===== src/rtl/debug_unit.sv =====
// Debug reporter: runs the cpu until HALT, then streams a 6-byte snapshot
// (pc, acc, cycle count, little-endian) through a byte transmitter.
module debug_unit #(
  parameter int DATA_LENGTH = 16,
  parameter int BYTE_LENGTH = 8
) (
  input  logic                   clk,
  input  logic                   reset,
  input  logic                   start,
  input  logic                   halt,
  input  logic [DATA_LENGTH-1:0] pc,
  input  logic [DATA_LENGTH-1:0] acc,
  input  logic                   tx_done,
  output logic                   cpu_enable,
  output logic                   tx_start,
  output logic [BYTE_LENGTH-1:0] tx_data,
  output logic                   done
);

  typedef enum logic [2:0] {
    IDLE    = 3'd0,
    RUN     = 3'd1,
    SEND    = 3'd2,
    WAIT_TX = 3'd3,
    DONE    = 3'd4
  } state_t;

  localparam logic [2:0] LAST_IDX = 3'd5;

  state_t                 state, next_state;
  logic [DATA_LENGTH-1:0] cycle_cnt;
  logic [DATA_LENGTH-1:0] snap_pc, snap_acc, snap_cnt;
  logic [2:0]             idx;

  function automatic logic [DATA_LENGTH-1:0] sat_inc(input logic [DATA_LENGTH-1:0] v);
    return (&v) ? v : v + DATA_LENGTH'(1);
  endfunction

  always_ff @(posedge clk or posedge reset) begin
    if (reset) state <= IDLE;
    else       state <= next_state;
  end

  always_comb begin
    next_state = state;
    case (state)
      IDLE:    if (start) next_state = RUN;
      RUN:     if (halt) next_state = SEND;
      SEND:    next_state = WAIT_TX;
      WAIT_TX: if (tx_done) next_state = (idx == LAST_IDX) ? DONE : SEND;
      DONE:    next_state = DONE;
      default: next_state = IDLE;
    endcase
  end

  // The count captured on the halt edge includes that edge's own increment.
  always_ff @(posedge clk or posedge reset) begin
    if (reset) begin
      cycle_cnt <= '0;
      snap_pc   <= '0;
      snap_acc  <= '0;
      snap_cnt  <= '0;
      idx       <= '0;
    end else begin
      case (state)
        IDLE: if (start) cycle_cnt <= '0;
        RUN: begin
          cycle_cnt <= sat_inc(cycle_cnt);
          if (halt) begin
            snap_pc  <= pc;
            snap_acc <= acc;
            snap_cnt <= sat_inc(cycle_cnt);
            idx      <= '0;
          end
        end
        WAIT_TX: if (tx_done && idx != LAST_IDX) idx <= idx + 3'd1;
        default: ;
      endcase
    end
  end

  // tx_data only changes when idx or the snapshot changes, i.e. on entry to SEND.
  always_comb begin
    cpu_enable = (state == RUN);
    tx_start   = (state == SEND);
    done       = (state == DONE);
    tx_data    = '0;
    case (idx)
      3'd0:    tx_data = snap_pc[BYTE_LENGTH-1:0];
      3'd1:    tx_data = snap_pc[2*BYTE_LENGTH-1:BYTE_LENGTH];
      3'd2:    tx_data = snap_acc[BYTE_LENGTH-1:0];
      3'd3:    tx_data = snap_acc[2*BYTE_LENGTH-1:BYTE_LENGTH];
      3'd4:    tx_data = snap_cnt[BYTE_LENGTH-1:0];
      3'd5:    tx_data = snap_cnt[2*BYTE_LENGTH-1:BYTE_LENGTH];
      default: tx_data = '0;
    endcase
  end

endmodule


===== config.mk =====
export PLATFORM = sky130hd
export DESIGN_NAME = debug_unit
export DESIGN_NICKNAME = d
export VERILOG_FILES = /design/src/rtl/debug_unit.sv
export SDC_FILE = /design/constraint.sdc
export NUM_CORES = 1
export LEC_CHECK = 0
export CAP_MARGIN = 5
export CORE_MARGIN = 3
export CORE_UTILIZATION = 56
export CTS_CLUSTER_DIAMETER = 40
export DETAILED_ROUTE_END_ITERATION = 12
export GPL_ROUTABILITY_DRIVEN = 0
export PLACE_DENSITY = 0.81
export SLEW_MARGIN = 20
export SYNTH_ARGS = -nofsm -noshare
export SYNTH_HDL_FRONTEND = slang
export SYNTH_SLANG_ARGS = --single-unit

===== constraint.sdc =====
create_clock -name clk -period 4.9 [get_ports clk]
set_clock_uncertainty 0.05 [all_clocks]
set_input_delay 0.98 -clock clk [delete_from_list [all_inputs] [get_ports clk]]
set_output_delay 0.98 -clock clk [all_outputs]
set_load 0.005 [all_outputs]

==> results of run 1 <==
-- placed cells by master, fill, tap and decap left out, types with 8 or more instances in the layout --
cell / n
inv_1: 8
dfrtp_1: 70
nor2_1: 19
nand2_1: 119
clkdlybuf4s50_1: 47
clkbuf_8: 9
o21ai_0: 26
a21oi_1: 9
mux2_2: 9
a31oi_1: 16
-- area by class of cell --
cell class                      count  area, um2  area share [%]
Clock buffer                       10        128            2.87
Clock inverter                      6        134            3.01
Inverter                            9       33.8           0.759
Multi-Input combinational cell    305       1800            40.3
Sequential cell                    70       1750            39.4
Tap cell                           77       96.3            2.16
Timing Repair Buffer               52        512            11.5
-- registers in the layout, summed over array words and instances (netlist names) --
| register | flops |
|---|---|
| cycle_cnt | 16 |
| idx | 3 |
| snap_acc | 16 |
| snap_cnt | 16 |
| snap_pc | 16 |
| state | 3 |
-- final timing paths --
check | to | slack, ps | cells past startpoint
worst max register to register | snap_cnt[11]$_DFFE_PP0P_ | 1950 | 6
worst max-delay path | tx_data[0] | 1210 | 6
min in group asynchronous | snap_acc[10]$_DFFE_PP0P_ | 1120 | 2
max in group asynchronous | cycle_cnt[11]$_DFFE_PP0P_ | 2810 | 3
worst min-delay path | snap_pc[2]$_DFFE_PP0P_ | 430 | 2
worst min register to register | snap_pc[2]$_DFFE_PP0P_ | 430 | 2
-- Yosys cell counts, drive strengths merged, types with 2 or more instances --
cell type,number,share of area [%]
clkbuf,15,1.8
or3,5,0.97
ha,6,2.0
nor2b,2,0.33
mux2,9,2.7
nand3,6,0.93
o211ai,3,0.60
a222oi,4,1.1
and3,3,0.53
or4,4,0.90
and4,2,0.47
xnor2,3,0.70
o21ai,28,3.8
a2bb2oi,2,0.47
a31oi,16,2.7
a221oi,6,1.4
nand2b,2,0.33
mux2i,2,0.53
nand2,120,12
a21o,2,0.40
dfrtp,70,47
nand4,10,2.6
a41oi,3,0.70
and2,2,0.33
nor2,19,1.9
nor4,4,0.83
nor3,6,0.80
o2bb2ai,2,0.47
o31ai,4,0.93
nor3b,2,0.40
a21oi,9,1.2
a32o,2,0.53
buf,15,3.4
a22oi,6,1.2
inv,9,0.90
-- stage by stage --
stage          total power, uW  instance area, um2  hold slack, ps  std cells
4_1_cts                   2500                4440             432        528
3_5_place_dp              1880                4180             413        512
6_report                  2500                4450             430        529
3_3_place_gp              1840                4180             406        512
5_1_grt                   2660                4450             447        529
2_1_floorplan             1530                3750             391        414
-- kinds of logic after synthesis --
| logic type | Yosys count | synth area share (%) |
|---|---|---|
| xor gates and xnor gates | 4 | 0.933 |
| muxes | 11 | 3.23 |
| and+or+nand+nor | 190 | 24.1 |
| DFF | 70 | 46.7 |
| buffers and inverters | 39 | 6.06 |
| adders and majority gates | 6 | 2.00 |
| AOI/OAI and AO/OA | 94 | 17.0 |
-- tightest hold or removal path: stages (launching register included) --
cell and delay, ps:
dfrtp_1 350, nand2_1 50, nand2_1 50
-- report_power, final --
group	leakage, uW	total, uW	internal [uW]	switching [uW]
sequential	0.000892	1010	794	212
combinational	0.000944	883	428	455
clock	0.000130	614	390	224
total	0.00197	2500	1610	891
-- metal layers --
metal / wire, um / up-vias / global-route usage (%)
met5: 0 / - / 0
met4: 185 / 0 / 9.21
met2: 4190 / 134 / 38.9
met3: 669 / 16 / 6.40
met1: 4110 / 1563 / 34.5
li1: - / 1534 / -
==> impl_metrics.py, run 1 <==
metrics = {
    "status": {
        "status": "finished clean",
    },
    "finish": {
        "final_core_util_pct": 69.3,
        "antenna_cells": 0,
        "drive_gt1_share_pct": 10.8,
        "num-nets-final": 490,
        "fillers": 482,
        "synthToLayoutAreaGrowth_pct": 18.5,
    },
    "sta": {
        "tightestPinTransition_ps": 992,
        "fin_crit_sh_pct": 75.2,
        "tns_ps": 0,
        "rsz0062_at_grt": "false",
        "drv_slew": 0,
        "hold_violations": 0,
        "slew_headroom_pct": 33.5,
        "finalWorstSetupSlack_ps": 1210,
        "setup_viol": 0,
        "period_needed_ps": 3690,
        "max_freq_ghz": 0.271,
    },
    "place": {
        "post-place-ws_ps": 1610,
        "port_buffers": 47,
        "dp_hpwl_mm": 6.15,
    },
    "floorplan": {
        "std_cell_rows": 29,
        "dieArea_mm2": 0.00772,
        "die_h_um": 87.9,
        "die_x_um": 87.9,
        "ios": 48,
        "core_mm2": 0.00642,
        "start_util_pct": 58.5,
    },
    "clock_network": {
        "cts_setup_buffers": 0,
        "htree_levels": 3,
        "cts_buffer_depth": 2,
        "clk_pin_slew_ps": 80,
        "cts_buffers": 9,
        "clk-insertion-delay-late_ps": 350,
        "tritoncts": "yes",
        "holdBufCountCts": 0,
        "cts.sinks": 70,
        "cts_resized": 0,
        "cts_root_buffer": "clkbuf_8",
    },
    "setup_path": {
        "worstPathBufferInverterCount": 2,
        "critPathLaunch": "idx[2]$_DFFE_PP0P_",
        "r2r_start": "state[2]$_DFFE_PP0P_",
        "arrival_ps": 2660,
        "worstPathRequired_ps": 3870,
        "critPathCaptureType": "primary output",
        "path_cells": "inv_1 > ha_1 > a32o_1 > a21oi_1 > o21ai_0 > clkdlybuf4s50_1",
        "cpMaxStageDelayCell": "dfrtp_1",
        "cp-start-kind": "flip-flop",
        "crit_fanout": 19,
        "cpLargestDelayFamily": "flip-flops",
        "critical_path.max_stage_delay_ps": 780,
        "criticalPathCategory": "reg2out",
    },
    "run": {
        "cap_violations": 0,
    },
    "power": {
        "leakage_uw": 0.00197,
        "vdd_ir_drop_max_v": 0.000293,
        "powerDensity_mw_per_mm2": 562,
    },
    "synth": {
        "netlist_instances": 414,
        "netlist_area_mm2": 0.00375,
        "synth-seq-cells": 70,
        "ys_warn_count": 0,
        "yosysUniqueCellTypes": 62,
        "synthArstFlopShare_pct": 100,
        "syn_area_per_cell_um2": 9.07,
        "syn_nets": 457,
        "synth_enable_flop_cells": 0,
        "synth-main-ff-cell": "dfrtp_1",
        "ys_seq_area_share_pct": 46.7,
    },
    "routing": {
        "dr.pass1.iters": 5,
        "drtIter0Drc": 266,
        "wl_per_cell_um": 17.3,
        "totalWireLength_mm": 9.16,
        "final_antenna_net_count": 0,
        "vias_per_cell": 6.14,
        "drc": 0,
        "via_count": 3247,
    },
    "global_routing": {
        "grt_pass1_wl_mm": 15.1,
        "track_usage_pct": 25.2,
        "grt_pass1_vias": 3036,
        "grt_overflow": 0,
        "antenna_found_initial": 0,
        "grt_max_degree": 49,
    },
    "hold_path": {
        "worstHoldStart": "snap_pc[2]$_DFFE_PP0P_",
        "hold_path_class": "reg2reg",
    },
}
Power figures use the tool's default switching activity.
==> inputs of run 2 (changes only) <==
--- a/config.mk
+++ b/config.mk
@@ -7,11 +7,11 @@
 export LEC_CHECK = 0
 export CAP_MARGIN = 5
 export CORE_MARGIN = 3
-export CORE_UTILIZATION = 56
+export CORE_UTILIZATION = 50
 export CTS_CLUSTER_DIAMETER = 40
 export DETAILED_ROUTE_END_ITERATION = 12
 export GPL_ROUTABILITY_DRIVEN = 0
-export PLACE_DENSITY = 0.81
+export PLACE_DENSITY = 0.76
 export SLEW_MARGIN = 20
 export SYNTH_ARGS = -nofsm -noshare
 export SYNTH_HDL_FRONTEND = slang
==> constraint.sdc (replaced) <==
create_clock -name clk -period 3.3 [get_ports clk]
set_clock_uncertainty 0.05 [all_clocks]
set_input_delay 0.66 -clock clk [delete_from_list [all_inputs] [get_ports clk]]
set_output_delay 0.66 -clock clk [all_outputs]
set_load 0.005 [all_outputs]
==> run 2 against run 1 <==
Count of clock-buffer cells in the layout stayed put. Critical path depth is 1 higher. Routed wire length down 2.9%. Utilization shrank 6.1 points. Hold slack improved by 4.3 ps. Final cell count grew 4.2%. Sequential share of layout area grew 0.12 points. Total power is 41% higher. Register-to-register slack worse by 960 ps. First-iteration DRC count decreased by 9.0%.
==> impl_metrics.py, run 2 (same netlist as run 1, synthesis figures left out) <==
metrics = {
    "status": {
        "status": "finished clean",
    },
    "hold_path": {
        "whs_path_depth": 2,
        "hold_path_class": "reg2reg",
    },
    "clock_network": {
        "htree_levels": 3,
        "tritoncts": "yes",
        "cts.sinks": 70,
        "clk-insertion-delay-late_ps": 340,
        "cts_root_buffer": "clkbuf_8",
        "cts_resized": 0,
        "clk_pin_slew_ps": 70,
        "cts_buffer_depth": 2,
        "cts_buffers": 9,
        "holdBufCountCts": 0,
        "cts_setup_buffers": 0,
    },
    "finish": {
        "num-nets-final": 494,
        "final_cells": 551,
        "synthToLayoutAreaGrowth_pct": 18.2,
        "drive_gt1_share_pct": 11.2,
        "final_core_util_pct": 63.2,
        "final_area_mm2": 0.00444,
        "antenna_cells": 0,
        "layout_commonest_cell": "nand2_1",
        "final_cell_mix": "119 x nand2_1, 70 x dfrtp_1, 47 x clkdlybuf4s50_1",
    },
    "floorplan": {
        "ios": 48,
        "dieArea_mm2": 0.00859,
        "die_h_um": 92.7,
        "std_cell_rows": 30,
        "die_x_um": 92.7,
        "core_mm2": 0.00702,
        "start_util_pct": 53.5,
    },
    "power": {
        "vdd_ir_drop_max_v": 0.000411,
        "powerDensity_mw_per_mm2": 794,
        "leakage_uw": 0.00196,
    },
    "routing": {
        "via_count": 3174,
        "drc": 0,
        "final_antenna_net_count": 0,
        "totalWireLength_mm": 8.89,
        "drtIter0Drc": 242,
        "vias_per_cell": 5.76,
        "wl_per_cell_um": 16.1,
        "dr.pass1.iters": 6,
    },
    "setup_path": {
        "cpMaxStageDelayCell": "clkdlybuf4s50_1",
        "criticalPathCategory": "reg2out",
        "critPathCaptureType": "primary output",
        "cp_num_cells": 7,
        "worstPathBufferInverterCount": 2,
        "cpLargestDelayFamily": "buffers and inverters",
        "critical_path.max_stage_delay_ps": 540,
        "worstPathRequired_ps": 2590,
        "crit_fanout": 15,
        "cp-start-kind": "flip-flop",
        "path_cells": "inv_1 > ha_1 > a22oi_1 > nor2_1 > a21oi_1 > o21ai_0 > clkdlybuf4s50_1",
        "arrival_ps": 2370,
        "r2r_cells": 6,
    },
    "global_routing": {
        "met2_usage_pct": 34.1,
        "grt_max_degree": 47,
        "track_usage_pct": 22.0,
        "met1_usage_pct": 31.2,
        "antenna_found_initial": 0,
        "grt_pass1_wl_mm": 15.2,
        "grt_pass1_vias": 3008,
        "met3_usage_pct": 5.61,
        "busiest_layer": "met2",
        "grt_overflow": 0,
    },
    "place": {
        "post-place-ws_ps": 606,
        "placed_cells": 536,
        "placed_area_mm2": 0.00423,
        "dp_hpwl_mm": 6.24,
        "port_buffers": 47,
    },
    "sta": {
        "hold_violations": 0,
        "tns_ps": 0,
        "period_needed_ps": 3080,
        "drv_slew": 0,
        "tightestPinTransition_ps": 833,
        "setup_viol": 0,
        "rsz0062_at_grt": "false",
        "slew_headroom_pct": 44.3,
        "finalWorstSetupSlack_ps": 222,
        "fin_crit_sh_pct": 93.3,
        "max_freq_ghz": 0.325,
    },
    "run": {
        "cap_violations": 0,
    },
}
run 2: cell count changes in the layout (fill, tap and decap cells not counted):
cell       delta
buf_4         +5
bufinv_16     -2
clkinv_2      +2
buf_6         -1
clkinv_4      -1
nor3_1        +1
nor3_2        -1
run 2: report_power, final:
part           internal, uW  switching, uW  total (uW)
Clock                   418            309         727
Sequential             1180            306        1490
Combinational           649            659        1310
Total                  2250           1270        3520
run 2: worst reg2reg max path: stages (launching register included):
cell,delay (ps)
dfrtp_1,510
ha_1,400
nand4_4,200
nor4_2,440
buf_4,320
nor2_1,80
o31ai_1,220
run 2: path summary, 6_finish.rpt:
| check | start | slack (ps) | endpoint |
|---|---|---|---|
| setup / recovery | idx[1]$_DFFE_PP0P_ | 220 | tx_data[1] |
| hold / removal | snap_pc[7]$_DFFE_PP0P_ | 430 | snap_pc[7]$_DFFE_PP0P_ |
| setup reg to reg | cycle_cnt[0]$_DFFE_PP0P_ | 990 | snap_cnt[8]$_DFFE_PP0P_ |
| hold reg to reg | snap_pc[7]$_DFFE_PP0P_ | 430 | snap_pc[7]$_DFFE_PP0P_ |
| max in group asynchronous | reset | 1900 | snap_cnt[3]$_DFFE_PP0P_ |
| min in group asynchronous | reset | 590 | snap_acc[6]$_DFFE_PP0P_ |
run 2: cell type report:
cell class / count / area (um2)
fill: 580 / 2580
multi-input combinational: 305 / 1790
sequential: 70 / 1750
timing repair buffer: 56 / 538
clock buffer: 10 / 128
tap: 96 / 120
clock inverter: 5 / 75.1
inverter: 9 / 33.8
run 2: stage by stage:
step | total power, uW | hold WS, ps
2_1_floorplan | 2270 | 391
3_3_place_gp | 2760 | 404
3_5_place_dp | 2790 | 414
4_1_cts | 3530 | 434
5_1_grt | 3780 | 441
6_report | 3520 | 434
run 2: routing by layer:
metal	part of all wire (%)	routed length (um)
met1	47	4160
met2	46	4070
met3	6.0	535
met4	1.4	124
met5	0	0
